$ cat config.mk
export PLATFORM = sky130hd
export DESIGN_NAME = apb4_master_bridge_flat
export DESIGN_NICKNAME = d
export VERILOG_FILES = /design/src/rtl/apb4_master_bridge_if.sv /design/src/rtl/apb4_master_bridge.sv /design/src/flat_wrapper.sv
export SDC_FILE = /design/constraint.sdc
export NUM_CORES = 1
export LEC_CHECK = 0
export ABC_AREA = 0
export CORE_ASPECT_RATIO = 0.8
export CORE_MARGIN = 5
export CORE_UTILIZATION = 37
export CTS_BUF_LIST = sky130_fd_sc_hd__clkbuf_16
export CTS_CLUSTER_SIZE = 10
export DETAILED_ROUTE_END_ITERATION = 10
export PLACE_DENSITY = 0.77
export SETUP_SLACK_MARGIN = 0.3
export SLEW_MARGIN = 20
export SYNTH_ARGS = -nofsm -noshare
export SYNTH_HDL_FRONTEND = slang
export SYNTH_SLANG_ARGS = --single-unit
export TNS_END_PERCENT = 20
$ cat constraint.sdc
create_clock -name clk_i -period 3.6 [get_ports clk_i]
set_input_delay 0.72 -clock clk_i [delete_from_list [all_inputs] [get_ports clk_i]]
set_output_delay 0.72 -clock clk_i [all_outputs]
set_load 0.02 [all_outputs]
$ cat src/rtl/apb4_master_bridge_if.sv
// rtl/apb4_master_bridge_if.sv - command/response and APB4 signal bundle for apb4_master_bridge
// Purpose: groups the command stream, response stream and APB4 bus of the bridge.
// Ports (master = bridge side):
//   cmd_*   : command stream into the bridge (valid/ready)
//   rsp_*   : response stream out of the bridge (valid/ready)
//   busy_o  : bridge not idle
//   p*      : APB4 initiator signals
interface apb4_master_bridge_if #(
  parameter int ADDR_WIDTH = 32,
  parameter int DATA_WIDTH = 32
);
  localparam int STRB_WIDTH = DATA_WIDTH / 8;

  logic                  cmd_valid_i;
  logic                  cmd_ready_o;
  logic                  cmd_write_i;
  logic [ADDR_WIDTH-1:0] cmd_addr_i;
  logic [DATA_WIDTH-1:0] cmd_wdata_i;
  logic [STRB_WIDTH-1:0] cmd_strb_i;
  logic [2:0]            cmd_prot_i;

  logic                  rsp_valid_o;
  logic                  rsp_ready_i;
  logic [DATA_WIDTH-1:0] rsp_rdata_o;
  logic                  rsp_err_o;
  logic                  rsp_timeout_o;

  logic                  busy_o;

  logic [ADDR_WIDTH-1:0] paddr_o;
  logic [2:0]            pprot_o;
  logic                  psel_o;
  logic                  penable_o;
  logic                  pwrite_o;
  logic [DATA_WIDTH-1:0] pwdata_o;
  logic [STRB_WIDTH-1:0] pstrb_o;
  logic                  pready_i;
  logic [DATA_WIDTH-1:0] prdata_i;
  logic                  pslverr_i;

  modport master (
    input  cmd_valid_i, cmd_write_i, cmd_addr_i, cmd_wdata_i, cmd_strb_i, cmd_prot_i,
    input  rsp_ready_i, pready_i, prdata_i, pslverr_i,
    output cmd_ready_o, rsp_valid_o, rsp_rdata_o, rsp_err_o, rsp_timeout_o, busy_o,
    output paddr_o, pprot_o, psel_o, penable_o, pwrite_o, pwdata_o, pstrb_o
  );

  modport slave (
    output cmd_valid_i, cmd_write_i, cmd_addr_i, cmd_wdata_i, cmd_strb_i, cmd_prot_i,
    output rsp_ready_i, pready_i, prdata_i, pslverr_i,
    input  cmd_ready_o, rsp_valid_o, rsp_rdata_o, rsp_err_o, rsp_timeout_o, busy_o,
    input  paddr_o, pprot_o, psel_o, penable_o, pwrite_o, pwdata_o, pstrb_o
  );
endinterface

$ cat src/rtl/apb4_master_bridge.sv
// rtl/apb4_master_bridge.sv - command-stream to APB4 initiator bridge with pready timeout
// Purpose: turns each accepted command into one APB4 SETUP/ACCESS transfer and
// returns the result on the response stream; an ACCESS phase stretched by the
// slave for TIMEOUT_CYCLES cycles is aborted with err=1, timeout=1.
// Ports:
//   clk_i : bus clock
//   rst_i : asynchronous active-high reset
//   bus   : apb4_master_bridge_if.master (command, response and APB4 signals)
module apb4_master_bridge #(
  parameter int ADDR_WIDTH     = 32,
  parameter int DATA_WIDTH     = 32,
  parameter int TIMEOUT_CYCLES = 256
) (
  input  logic                 clk_i,
  input  logic                 rst_i,
  apb4_master_bridge_if.master bus
);
  localparam int STRB_WIDTH = DATA_WIDTH / 8;
  localparam int CNT_W      = (TIMEOUT_CYCLES > 0) ? $clog2(TIMEOUT_CYCLES + 1) : 1;
  localparam logic [CNT_W-1:0] CNT_LIMIT =
    CNT_W'((TIMEOUT_CYCLES > 0) ? (TIMEOUT_CYCLES - 1) : 0);

  localparam logic [1:0] ST_IDLE   = 2'd0;
  localparam logic [1:0] ST_SETUP  = 2'd1;
  localparam logic [1:0] ST_ACCESS = 2'd2;
  localparam logic [1:0] ST_RESP   = 2'd3;

  logic [1:0]            state_q,    state_d;
  logic [ADDR_WIDTH-1:0] paddr_q,    paddr_d;
  logic [2:0]            pprot_q,    pprot_d;
  logic                  pwrite_q,   pwrite_d;
  logic [DATA_WIDTH-1:0] pwdata_q,   pwdata_d;
  logic [STRB_WIDTH-1:0] pstrb_q,    pstrb_d;
  logic [DATA_WIDTH-1:0] rdata_q,    rdata_d;
  logic                  err_q,      err_d;
  logic                  timeout_q,  timeout_d;
  logic [CNT_W-1:0]      wait_cnt_q, wait_cnt_d;

  logic cmd_ready;
  logic cmd_fire;

  // A new command can be taken while the previous response is being consumed,
  // which is what gives the 3-cycle back-to-back throughput.
  assign cmd_ready = (state_q == ST_IDLE) | ((state_q == ST_RESP) & bus.rsp_ready_i);
  assign cmd_fire  = bus.cmd_valid_i & cmd_ready;

  always_comb begin
    state_d    = state_q;
    paddr_d    = paddr_q;
    pprot_d    = pprot_q;
    pwrite_d   = pwrite_q;
    pwdata_d   = pwdata_q;
    pstrb_d    = pstrb_q;
    rdata_d    = rdata_q;
    err_d      = err_q;
    timeout_d  = timeout_q;
    wait_cnt_d = wait_cnt_q;

    case (state_q)
      ST_IDLE: begin
        if (cmd_fire) state_d = ST_SETUP;
      end
      ST_SETUP: begin
        state_d = ST_ACCESS;
      end
      ST_ACCESS: begin
        // pready in the limit cycle still completes normally.
        if (bus.pready_i) begin
          rdata_d   = (!pwrite_q && !bus.pslverr_i) ? bus.prdata_i : '0;
          err_d     = bus.pslverr_i;
          timeout_d = 1'b0;
          state_d   = ST_RESP;
        end else if ((TIMEOUT_CYCLES > 0) && (wait_cnt_q == CNT_LIMIT)) begin
          rdata_d   = '0;
          err_d     = 1'b1;
          timeout_d = 1'b1;
          state_d   = ST_RESP;
        end else if (TIMEOUT_CYCLES > 0) begin
          wait_cnt_d = wait_cnt_q + CNT_W'(1);
        end
      end
      ST_RESP: begin
        if (bus.rsp_ready_i) state_d = cmd_fire ? ST_SETUP : ST_IDLE;
      end
      default: state_d = ST_IDLE;
    endcase

    // Command fields are only sampled on the handshake; the APB signals then
    // hold until the next accepted command.
    if (cmd_fire) begin
      paddr_d    = bus.cmd_addr_i & ~ADDR_WIDTH'(3);
      pprot_d    = bus.cmd_prot_i;
      pwrite_d   = bus.cmd_write_i;
      pwdata_d   = bus.cmd_write_i ? bus.cmd_wdata_i : '0;
      pstrb_d    = bus.cmd_write_i ? bus.cmd_strb_i : '0;
      wait_cnt_d = '0;
    end
  end

  always_ff @(posedge clk_i or posedge rst_i) begin
    if (rst_i) begin
      state_q    <= ST_IDLE;
      paddr_q    <= '0;
      pprot_q    <= '0;
      pwrite_q   <= 1'b0;
      pwdata_q   <= '0;
      pstrb_q    <= '0;
      rdata_q    <= '0;
      err_q      <= 1'b0;
      timeout_q  <= 1'b0;
      wait_cnt_q <= '0;
    end else begin
      state_q    <= state_d;
      paddr_q    <= paddr_d;
      pprot_q    <= pprot_d;
      pwrite_q   <= pwrite_d;
      pwdata_q   <= pwdata_d;
      pstrb_q    <= pstrb_d;
      rdata_q    <= rdata_d;
      err_q      <= err_d;
      timeout_q  <= timeout_d;
      wait_cnt_q <= wait_cnt_d;
    end
  end

  // Strobes decode straight from state so reset drops them without a clock.
  assign bus.cmd_ready_o   = cmd_ready;
  assign bus.psel_o        = (state_q == ST_SETUP) | (state_q == ST_ACCESS);
  assign bus.penable_o     = (state_q == ST_ACCESS);
  assign bus.rsp_valid_o   = (state_q == ST_RESP);
  assign bus.busy_o        = (state_q != ST_IDLE);
  assign bus.paddr_o       = paddr_q;
  assign bus.pprot_o       = pprot_q;
  assign bus.pwrite_o      = pwrite_q;
  assign bus.pwdata_o      = pwdata_q;
  assign bus.pstrb_o       = pstrb_q;
  assign bus.rsp_rdata_o   = rdata_q;
  assign bus.rsp_err_o     = err_q;
  assign bus.rsp_timeout_o = timeout_q;
endmodule

$ cat src/flat_wrapper.sv
// flat-port wrapper written by rule: the top's interface ports become plain ports
module apb4_master_bridge_flat 
#(
  parameter int ADDR_WIDTH     = 32,
  parameter int DATA_WIDTH     = 32,
  parameter int TIMEOUT_CYCLES = 256
)
  (clk_i, rst_i, bus_cmd_valid_i, bus_cmd_write_i, bus_cmd_addr_i, bus_cmd_wdata_i, bus_cmd_strb_i, bus_cmd_prot_i, bus_rsp_ready_i, bus_pready_i, bus_prdata_i, bus_pslverr_i, bus_cmd_ready_o, bus_rsp_valid_o, bus_rsp_rdata_o, bus_rsp_err_o, bus_rsp_timeout_o, bus_busy_o, bus_paddr_o, bus_pprot_o, bus_psel_o, bus_penable_o, bus_pwrite_o, bus_pwdata_o, bus_pstrb_o);
  apb4_master_bridge_if #(.ADDR_WIDTH(ADDR_WIDTH), .DATA_WIDTH(DATA_WIDTH)) bus_i ();
  input  logic clk_i;
  input  logic rst_i;
  input wire logic [$bits(bus_i.cmd_valid_i)-1:0] bus_cmd_valid_i;
  input wire logic [$bits(bus_i.cmd_write_i)-1:0] bus_cmd_write_i;
  input wire logic [$bits(bus_i.cmd_addr_i)-1:0] bus_cmd_addr_i;
  input wire logic [$bits(bus_i.cmd_wdata_i)-1:0] bus_cmd_wdata_i;
  input wire logic [$bits(bus_i.cmd_strb_i)-1:0] bus_cmd_strb_i;
  input wire logic [$bits(bus_i.cmd_prot_i)-1:0] bus_cmd_prot_i;
  input wire logic [$bits(bus_i.rsp_ready_i)-1:0] bus_rsp_ready_i;
  input wire logic [$bits(bus_i.pready_i)-1:0] bus_pready_i;
  input wire logic [$bits(bus_i.prdata_i)-1:0] bus_prdata_i;
  input wire logic [$bits(bus_i.pslverr_i)-1:0] bus_pslverr_i;
  output wire logic [$bits(bus_i.cmd_ready_o)-1:0] bus_cmd_ready_o;
  output wire logic [$bits(bus_i.rsp_valid_o)-1:0] bus_rsp_valid_o;
  output wire logic [$bits(bus_i.rsp_rdata_o)-1:0] bus_rsp_rdata_o;
  output wire logic [$bits(bus_i.rsp_err_o)-1:0] bus_rsp_err_o;
  output wire logic [$bits(bus_i.rsp_timeout_o)-1:0] bus_rsp_timeout_o;
  output wire logic [$bits(bus_i.busy_o)-1:0] bus_busy_o;
  output wire logic [$bits(bus_i.paddr_o)-1:0] bus_paddr_o;
  output wire logic [$bits(bus_i.pprot_o)-1:0] bus_pprot_o;
  output wire logic [$bits(bus_i.psel_o)-1:0] bus_psel_o;
  output wire logic [$bits(bus_i.penable_o)-1:0] bus_penable_o;
  output wire logic [$bits(bus_i.pwrite_o)-1:0] bus_pwrite_o;
  output wire logic [$bits(bus_i.pwdata_o)-1:0] bus_pwdata_o;
  output wire logic [$bits(bus_i.pstrb_o)-1:0] bus_pstrb_o;
  assign bus_i.cmd_valid_i = bus_cmd_valid_i;
  assign bus_i.cmd_write_i = bus_cmd_write_i;
  assign bus_i.cmd_addr_i = bus_cmd_addr_i;
  assign bus_i.cmd_wdata_i = bus_cmd_wdata_i;
  assign bus_i.cmd_strb_i = bus_cmd_strb_i;
  assign bus_i.cmd_prot_i = bus_cmd_prot_i;
  assign bus_i.rsp_ready_i = bus_rsp_ready_i;
  assign bus_i.pready_i = bus_pready_i;
  assign bus_i.prdata_i = bus_prdata_i;
  assign bus_i.pslverr_i = bus_pslverr_i;
  assign bus_cmd_ready_o = bus_i.cmd_ready_o;
  assign bus_rsp_valid_o = bus_i.rsp_valid_o;
  assign bus_rsp_rdata_o = bus_i.rsp_rdata_o;
  assign bus_rsp_err_o = bus_i.rsp_err_o;
  assign bus_rsp_timeout_o = bus_i.rsp_timeout_o;
  assign bus_busy_o = bus_i.busy_o;
  assign bus_paddr_o = bus_i.paddr_o;
  assign bus_pprot_o = bus_i.pprot_o;
  assign bus_psel_o = bus_i.psel_o;
  assign bus_penable_o = bus_i.penable_o;
  assign bus_pwrite_o = bus_i.pwrite_o;
  assign bus_pwdata_o = bus_i.pwdata_o;
  assign bus_pstrb_o = bus_i.pstrb_o;
  apb4_master_bridge #(.ADDR_WIDTH(ADDR_WIDTH), .DATA_WIDTH(DATA_WIDTH), .TIMEOUT_CYCLES(TIMEOUT_CYCLES)) u_core (.clk_i(clk_i), .rst_i(rst_i), .bus(bus_i));
endmodule
==> results of run 1 <==
-- routing by layer --
layer,track usage (%),part of all wire [%],up-vias,wire length [um]
met2,28.7,47,181,6180
li1,-,-,1799,-
met4,5.52,1.4,0,181
met1,21.6,41,1848,5330
met3,7.46,11,14,1370
met5,0,0,-,0
-- cells by family after synthesis --
| logic type | share of synthesized area (%) |
|---|---|
| AO/OA/AOI/OAI | 16.8 |
| XOR/XNOR | 0.191 |
| adder cells (fa/ha/maj) | 1.64 |
| buffers and inverters | 3.44 |
| flip-flops | 62.9 |
| multiplexers | 8.61 |
| other | 0.0819 |
| AND/OR/NAND/NOR | 6.40 |
-- final cells by class --
class	instances	area, um2	area share [%]
clock buffers	17	425	5.67
clock inverters	15	184	2.45
inverters	10	41.3	0.550
multi-input cells	234	1560	20.7
flip-flops and latches	115	2880	38.4
well taps	152	190	2.54
repair buffers	223	2230	29.7
-- stage by stage --
step | hold slack, ps | power, W | utilization [%]
global placement | 471 | 0.00515 | 56.7
CTS | 505 | 0.00700 | 61.7
global route | 514 | 0.00730 | 61.7
floorplan | 472 | 0.00368 | -
detailed placement | 491 | 0.00524 | 56.7
finish | 500 | 0.00691 | 61.7
-- flip-flops by register name (all words and copies together), names as in the netlist --
register and count:
u_core.bus.rsp_rdata_o 32, u_core.bus.rsp_err_o 1, u_core.bus.paddr_o 30, u_core.wait_cnt_q 9, u_core.bus.pprot_o 3, u_core.bus.rsp_timeout_o 1, u_core.state_q 2, u_core.bus.pwrite_o 1
u_core.bus.pstrb_o 4, u_core.bus.pwdata_o 32
-- cell usage after synthesis --
cell and instances:
buf_2 6, nand2_1 43, nor2b_1 3, o21ai_1 1, buf_4 2, clkbuf_1 20
conb_1 1, and3b_1 1, dfrtp_1 115, nand4_1 1, or3_1 3, nand3_1 3
o41a_1 1, nor3_1 2, or3b_1 1, ha_1 6, o211ai_1 1, nor2_1 4
a41oi_1 1, a22o_1 32, inv_1 9, a21oi_1 8, inv_2 1, nor3b_1 1
or4_1 3, mux2_2 35, o21ai_0 77, o31ai_1 3, xnor2_1 1, a211oi_1 1
-- worst min-delay path by stage --
stage | start | endpoint | slack [ps] | depth (start not counted)
4_1_cts | u_core.bus.paddr_o[30]$_DFFE_PP0N_ | u_core.bus.paddr_o[30]$_DFFE_PP0N_ | 500 | 1
6_report | u_core.bus.paddr_o[30]$_DFFE_PP0N_ | u_core.bus.paddr_o[30]$_DFFE_PP0N_ | 500 | 1
2_1_floorplan | u_core.state_q[0]$_DFFE_PP0P_ | u_core.state_q[0]$_DFFE_PP0P_ | 470 | 1
5_1_grt | u_core.bus.paddr_o[30]$_DFFE_PP0N_ | u_core.bus.paddr_o[30]$_DFFE_PP0N_ | 510 | 1
3_5_place_dp | u_core.bus.rsp_rdata_o[14]$_DFFE_PP0P_ | u_core.bus.rsp_rdata_o[14]$_DFFE_PP0P_ | 490 | 1
3_3_place_gp | u_core.bus.rsp_err_o$_DFFE_PP0P_ | u_core.bus.rsp_err_o$_DFFE_PP0P_ | 470 | 2
-- worst max-delay path, delay by kind of cell --
family,cells,cell delay (ps)
AOI/OAI and AO/OA,1,70
buffers and inverters,3,1190
-- power breakdown --
group	switching (W)	internal, W	leakage, nW	total [W]
Combinational	0.00154	0.00151	1.43	0.00305
Sequential	0.000300	0.00185	1.47	0.00215
Clock	0.000618	0.00109	0.285	0.00171
Total	0.00246	0.00445	3.18	0.00691
==> qor.yml, run 1 <==
layout:
  n_antenna_cell: 0
  final_common_cell: "clkdlybuf4s50_1"
  fin_area_um2: 7500
  area_growth_pct: 63.9
  nets: 717
  mostFrequentLayoutCells: "clkdlybuf4s50_1, dfrtp_1, o21ai_0, nand2_1, mux2_2"
  stdcell_count: 766
  drive_above_1_share_pct: 12.7
  nFillCells: 951
synthesis:
  synth_area_um2: 4580
  ys_ff_latch: 115
  yosys_warnings: 0
  yosys.area.top_type_share_pct: 62.9
  synthCells: 386
  yosysSeqAreaShare_pct: 62.9
  avgSynthCellArea_um2: 11.9
  yosys.area.top_type: "dfrtp_1"
  ys_types: 30
  synthTopCellsByArea: "dfrtp_1, mux2_2, o21ai_0"
critical_path:
  worstSetupEndpointType: "output port"
  r2r-end: "u_core.wait_cnt_q[6]$_DFFE_PP0P_"
  cp-start-kind: "input port"
  path_class: "in -> out"
  path_common_cell: "clkdlybuf4s50_1"
  cp-endpoint: "bus_cmd_ready_o"
  cpMaxStageDelayCell: "clkdlybuf4s50_1"
  arrival_ps: 1990
  r2r_start: "u_core.wait_cnt_q[0]$_DFFE_PP0P_"
  crit_required_ps: 2880
  ff2ff_path_depth: 7
  crit_fanout: 3
  crit_path_cell_trace: "clkdlybuf4s50_1, a21oi_2, inv_1, clkdlybuf4s50_1"
  cp-startpoint: "bus_rsp_ready_i"
  cpPeakStageDelay_ps: 600
  rrSetupSlack_ps: 1240
job:
  maxCapViolCount: 0
global_routing:
  antenna_found_initial: 0
  grt_usage_pct: 17.7
  grt_max_degree: 116
  gr-total-overflow: 0
  grt_pass1_wl_um: 20600
  grt_pass1_vias: 4078
clock_tree:
  cts_resized: 0
  hold_buffers: 0
  tritoncts: "yes"
  cts_setup_buffers: 0
  clock_path_buffers: 2
  clock_latency_ps: 400
  clkSinkCount: 115
  cts_buffers: 17
  cts.clk_slew.worst_paths_ps: 50
  cts_root_buf: "clkbuf_16"
  htree_num_levels: 4
drt:
  vias: 3842
  routed_wl_um: 13100
  drc_errors: 0
  firstDrtPassIters: 4
  routedWlPerCell_um: 17.1
  vias_per_cell: 5.02
  drt_iter0_markers: 188
  postRouteAntennaNets: 0
floorplanning:
  initial_core_util_pct: 37.6
  rows: 36
  die_area_um2: 14700
  ios: 221
  core_area_um2: 12200
  chipHeight_um: 109
  die-width_um: 134
placed_design:
  port_buffers: 216
  pre_cts_ws_ps: 884
  post-dp-hpwl_um: 9220
  gp_congestion: 0.784
  place_area_um2: 6890
  dpl.cell_count: 734
run_status:
  status: "finished clean"
power:
  leakage_nw: 3.18
  vdd_drop_max_uv: 445
  powerDensity_nw_per_um2: 921
worst_hold_path:
  hold_class: "reg -> reg"
timing:
  fmax_mhz: 369
  tns_ps: 0
  final.min_clock_period_ps: 2710
  finalHoldViolations: 0
  setup_ws_ps: 890
  period_share_pct: 75.3
  slew_viol_final: 0
  rsz0062_at_grt: "false"
  clock-skew-final_ps: 9.03
  slew_headroom_pct: 55.6
  setup_viol: 0
  worst_slew_pin_slew_ps: 664
Note: power is estimated with default switching activity, not from simulation.
==> run 2, diff against run 1 <==
Clock period 3.6 ns to 2.3 ns, I/O delays scaled along.
==> run 2 against run 1 <==
Against the previous run:
- combinational power is 60% higher
- global-route usage is 0.68 points higher
- via count is 2.5% higher
- total power is 58% higher
- setup slack worse by 660 ps
- design area is 1.8% higher
- clock power is 53% higher
- die area stayed put
- non-clock buffer count is 12 higher
- wire length is 3.9% higher
- largest cell class unchanged
- highest routed layer unchanged
==> qor.yml, run 2 (synthesized netlist as in run 1, its figures left out) <==
clock_tree:
  cts_buffers: 17  # unchanged
  clkSinkCount: 115  # unchanged
  clock_path_buffers: 2  # unchanged
  htree_num_levels: 4  # unchanged
  cts_root_buf: "clkbuf_16"
  cts.clk_slew.worst_paths_ps: 50  # about the same
  tritoncts: "yes"
  clock_latency_ps: 400  # about the same
  hold_buffers: 0  # unchanged
timing:
  slew_headroom_pct: 62.7  # +7.1 points
  setup_viol: 0  # unchanged
  final.min_clock_period_ps: 2070
  fmax_mhz: 482
  slew_viol_final: 0  # unchanged
  finalHoldViolations: 0  # unchanged
  period_share_pct: 90.2
  worst_slew_pin_slew_ps: 559  # -106 ps
  rsz0062_at_grt: "true"
  tns_ps: 0  # unchanged
  clock-skew-final_ps: 3.93  # -5.10 ps
  whs_ps: 487  # -13.0 ps
drt:
  routedWlPerCell_um: 17.4  # +2.3%
  drc_errors: 0  # unchanged
  vias_per_cell: 5.06  # +0.92%
  firstDrtPassIters: 4  # unchanged
  drt_iter0_markers: 149  # -21%
  vias: 3938  # +2.5%
  routed_wl_um: 13600  # +3.9%
  postRouteAntennaNets: 0  # unchanged
critical_path:
  r2r_start: "u_core.wait_cnt_q[1]$_DFFE_PP0P_"
  crit_required_ps: 2630  # -250 ps
  rrSetupSlack_ps: 230  # -1010 ps
  arrival_ps: 2400  # +410 ps
  cp-start-kind: "flip-flop"
  path_class: "reg -> reg"
  worstSetupEndpointType: "flip-flop"
  ff2ff_path_depth: 8  # +1
  crit_fanout: 7  # +4
  r2r-end: "u_core.wait_cnt_q[3]$_DFFE_PP0P_"
placed_design:
  post-dp-hpwl_um: 9560  # +3.8%
  place_area_um2: 6960  # +1.0%
  port_buffers: 216  # unchanged
  gp_congestion: 0.780  # -0.47%
  dpl.cell_count: 740  # +0.82%
power:
  vdd_drop_max_uv: 1030  # +130%
  pwr-share-seq_pct: 31.2  # about the same
  total_power_w: 0.0109  # +58%
  cell_internal_pwr_w: 0.00701  # +58%
  powerDensity_nw_per_um2: 1420  # +55%
  leakage_nw: 3.26  # +2.2%
  comb_power_share_pct: 44.8  # +0.7 points
  power_switching_w: 0.00387  # +57%
  swShare_pct: 35.5  # about the same
  p_clk_share_pct: 24.0  # -0.8 points
layout:
  n_antenna_cell: 0  # unchanged
  final_common_cell: "clkdlybuf4s50_1"
  stdcell_count: 778  # +1.6%
  nets: 729  # +1.7%
  area_growth_pct: 66.9
  fin_area_um2: 7640  # +1.8%
  drive_above_1_share_pct: 17.1  # +4.4 points
  mostFrequentLayoutCells: "clkdlybuf4s50_1, dfrtp_1, o21ai_0, nand2_1, mux2_2"
  nFillCells: 956  # +0.53%
floorplanning:
  die_area_um2: 14700  # unchanged
  rows: 36  # unchanged
  core_area_um2: 12200  # unchanged
  die-width_um: 134  # unchanged
  initial_core_util_pct: 37.6  # unchanged
  chipHeight_um: 109  # unchanged
  ios: 221  # unchanged
global_routing:
  grt_pass1_vias: 4147  # +1.7%
  gr-total-overflow: 0  # unchanged
  grt_pass1_wl_um: 21200  # +2.8%
  grt_usage_pct: 18.4  # +0.68 points
  antenna_found_initial: 0  # unchanged
  grt_max_degree: 62  # -47%
worst_hold_path:
  hold_class: "reg -> reg"
  hp-start: "u_core.bus.rsp_timeout_o$_DFFE_PP0P_"
  holdPathEnd: "u_core.bus.rsp_timeout_o$_DFFE_PP0P_"
  holdPathStages: 2  # +1
run_status:
  status: "finished clean"
job:
  maxCapViolCount: 0  # unchanged
## run 2: cell types whose count changed in the layout (fill, tap and decap cells not counted), sizes merged
cell and delta:
clkdlybuf4s50 -5, clkinv -1, buf +13, dlygate4sd2 +2, clkinvlp +1, clkdlybuf4s15 +2
## run 2: worst max path at each step
stage / slack (ps) / from / cells past startpoint / endpoint
floorplan: 280 / u_core.wait_cnt_q[0]$_DFFE_PP0P_ / 7 / u_core.wait_cnt_q[5]$_DFFE_PP0P_
finish: 230 / u_core.wait_cnt_q[1]$_DFFE_PP0P_ / 8 / u_core.wait_cnt_q[3]$_DFFE_PP0P_
detailed placement: 2 / u_core.wait_cnt_q[0]$_DFFE_PP0P_ / 7 / u_core.wait_cnt_q[5]$_DFFE_PP0P_
global placement: 100 / bus_rsp_ready_i / 4 / bus_cmd_ready_o
global route: 180 / u_core.wait_cnt_q[1]$_DFFE_PP0P_ / 8 / u_core.wait_cnt_q[3]$_DFFE_PP0P_
CTS: 160 / u_core.state_q[0]$_DFFE_PP0P_ / 5 / bus_cmd_ready_o
## run 2: power groups by stage
| stage | Combinational, W | Sequential, W | Clock (W) |
|---|---|---|---|
| 2_1_floorplan | 0.00140 | 0.00436 | 0 |
| 3_3_place_gp | 0.00478 | 0.00334 | 0 |
| 3_5_place_dp | 0.00488 | 0.00340 | 0 |
| 4_1_cts | 0.00489 | 0.00338 | 0.00267 |
| 5_1_grt | 0.00519 | 0.00351 | 0.00275 |
| 6_report | 0.00488 | 0.00339 | 0.00261 |
## run 2: metal layers
metal / GRT usage [%] / part of all wire [%]
met4: 7.12 / 1.5
met1: 22.3 / 41
met2: 29.9 / 48
met5: 0 / 0
met3: 7.04 / 9.1
## run 2: through the flow
step                      worst slack [ps]  utilization [%]
after floorplan                        277                -
after global placement                 100             57.3
after detailed placement              1.79             57.3
after CTS                              163             62.3
after global routing                   176             62.8
final                                  226             62.8
## run 2: area by class of cell
class | instances | area [um2] | share of cell area [%]
Clock inverter | 15 | 165 | 2.16
Tap cell | 152 | 190 | 2.49
Multi-Input combinational cell | 234 | 1600 | 21.0
Inverter | 10 | 41.3 | 0.540
Sequential cell | 115 | 2880 | 37.7
Timing Repair Buffer | 235 | 2340 | 30.6
Clock buffer | 17 | 425 | 5.57
## run 2: critical path, cell delays in order, from the launching register on
cell and delay, ps:
dfrtp_1 390, ha_2 200, nand2_2 90, nor3_1 60, ha_2 200, or3b_4 430, buf_6 150, or3_1 360
a21oi_2 140
## run 2: timing repair
action                                  CTS  global route
resized for setup                        12            15
pin swaps                                 4             3
endpoints found under the setup margin   11            11
setup buffers                             2             4
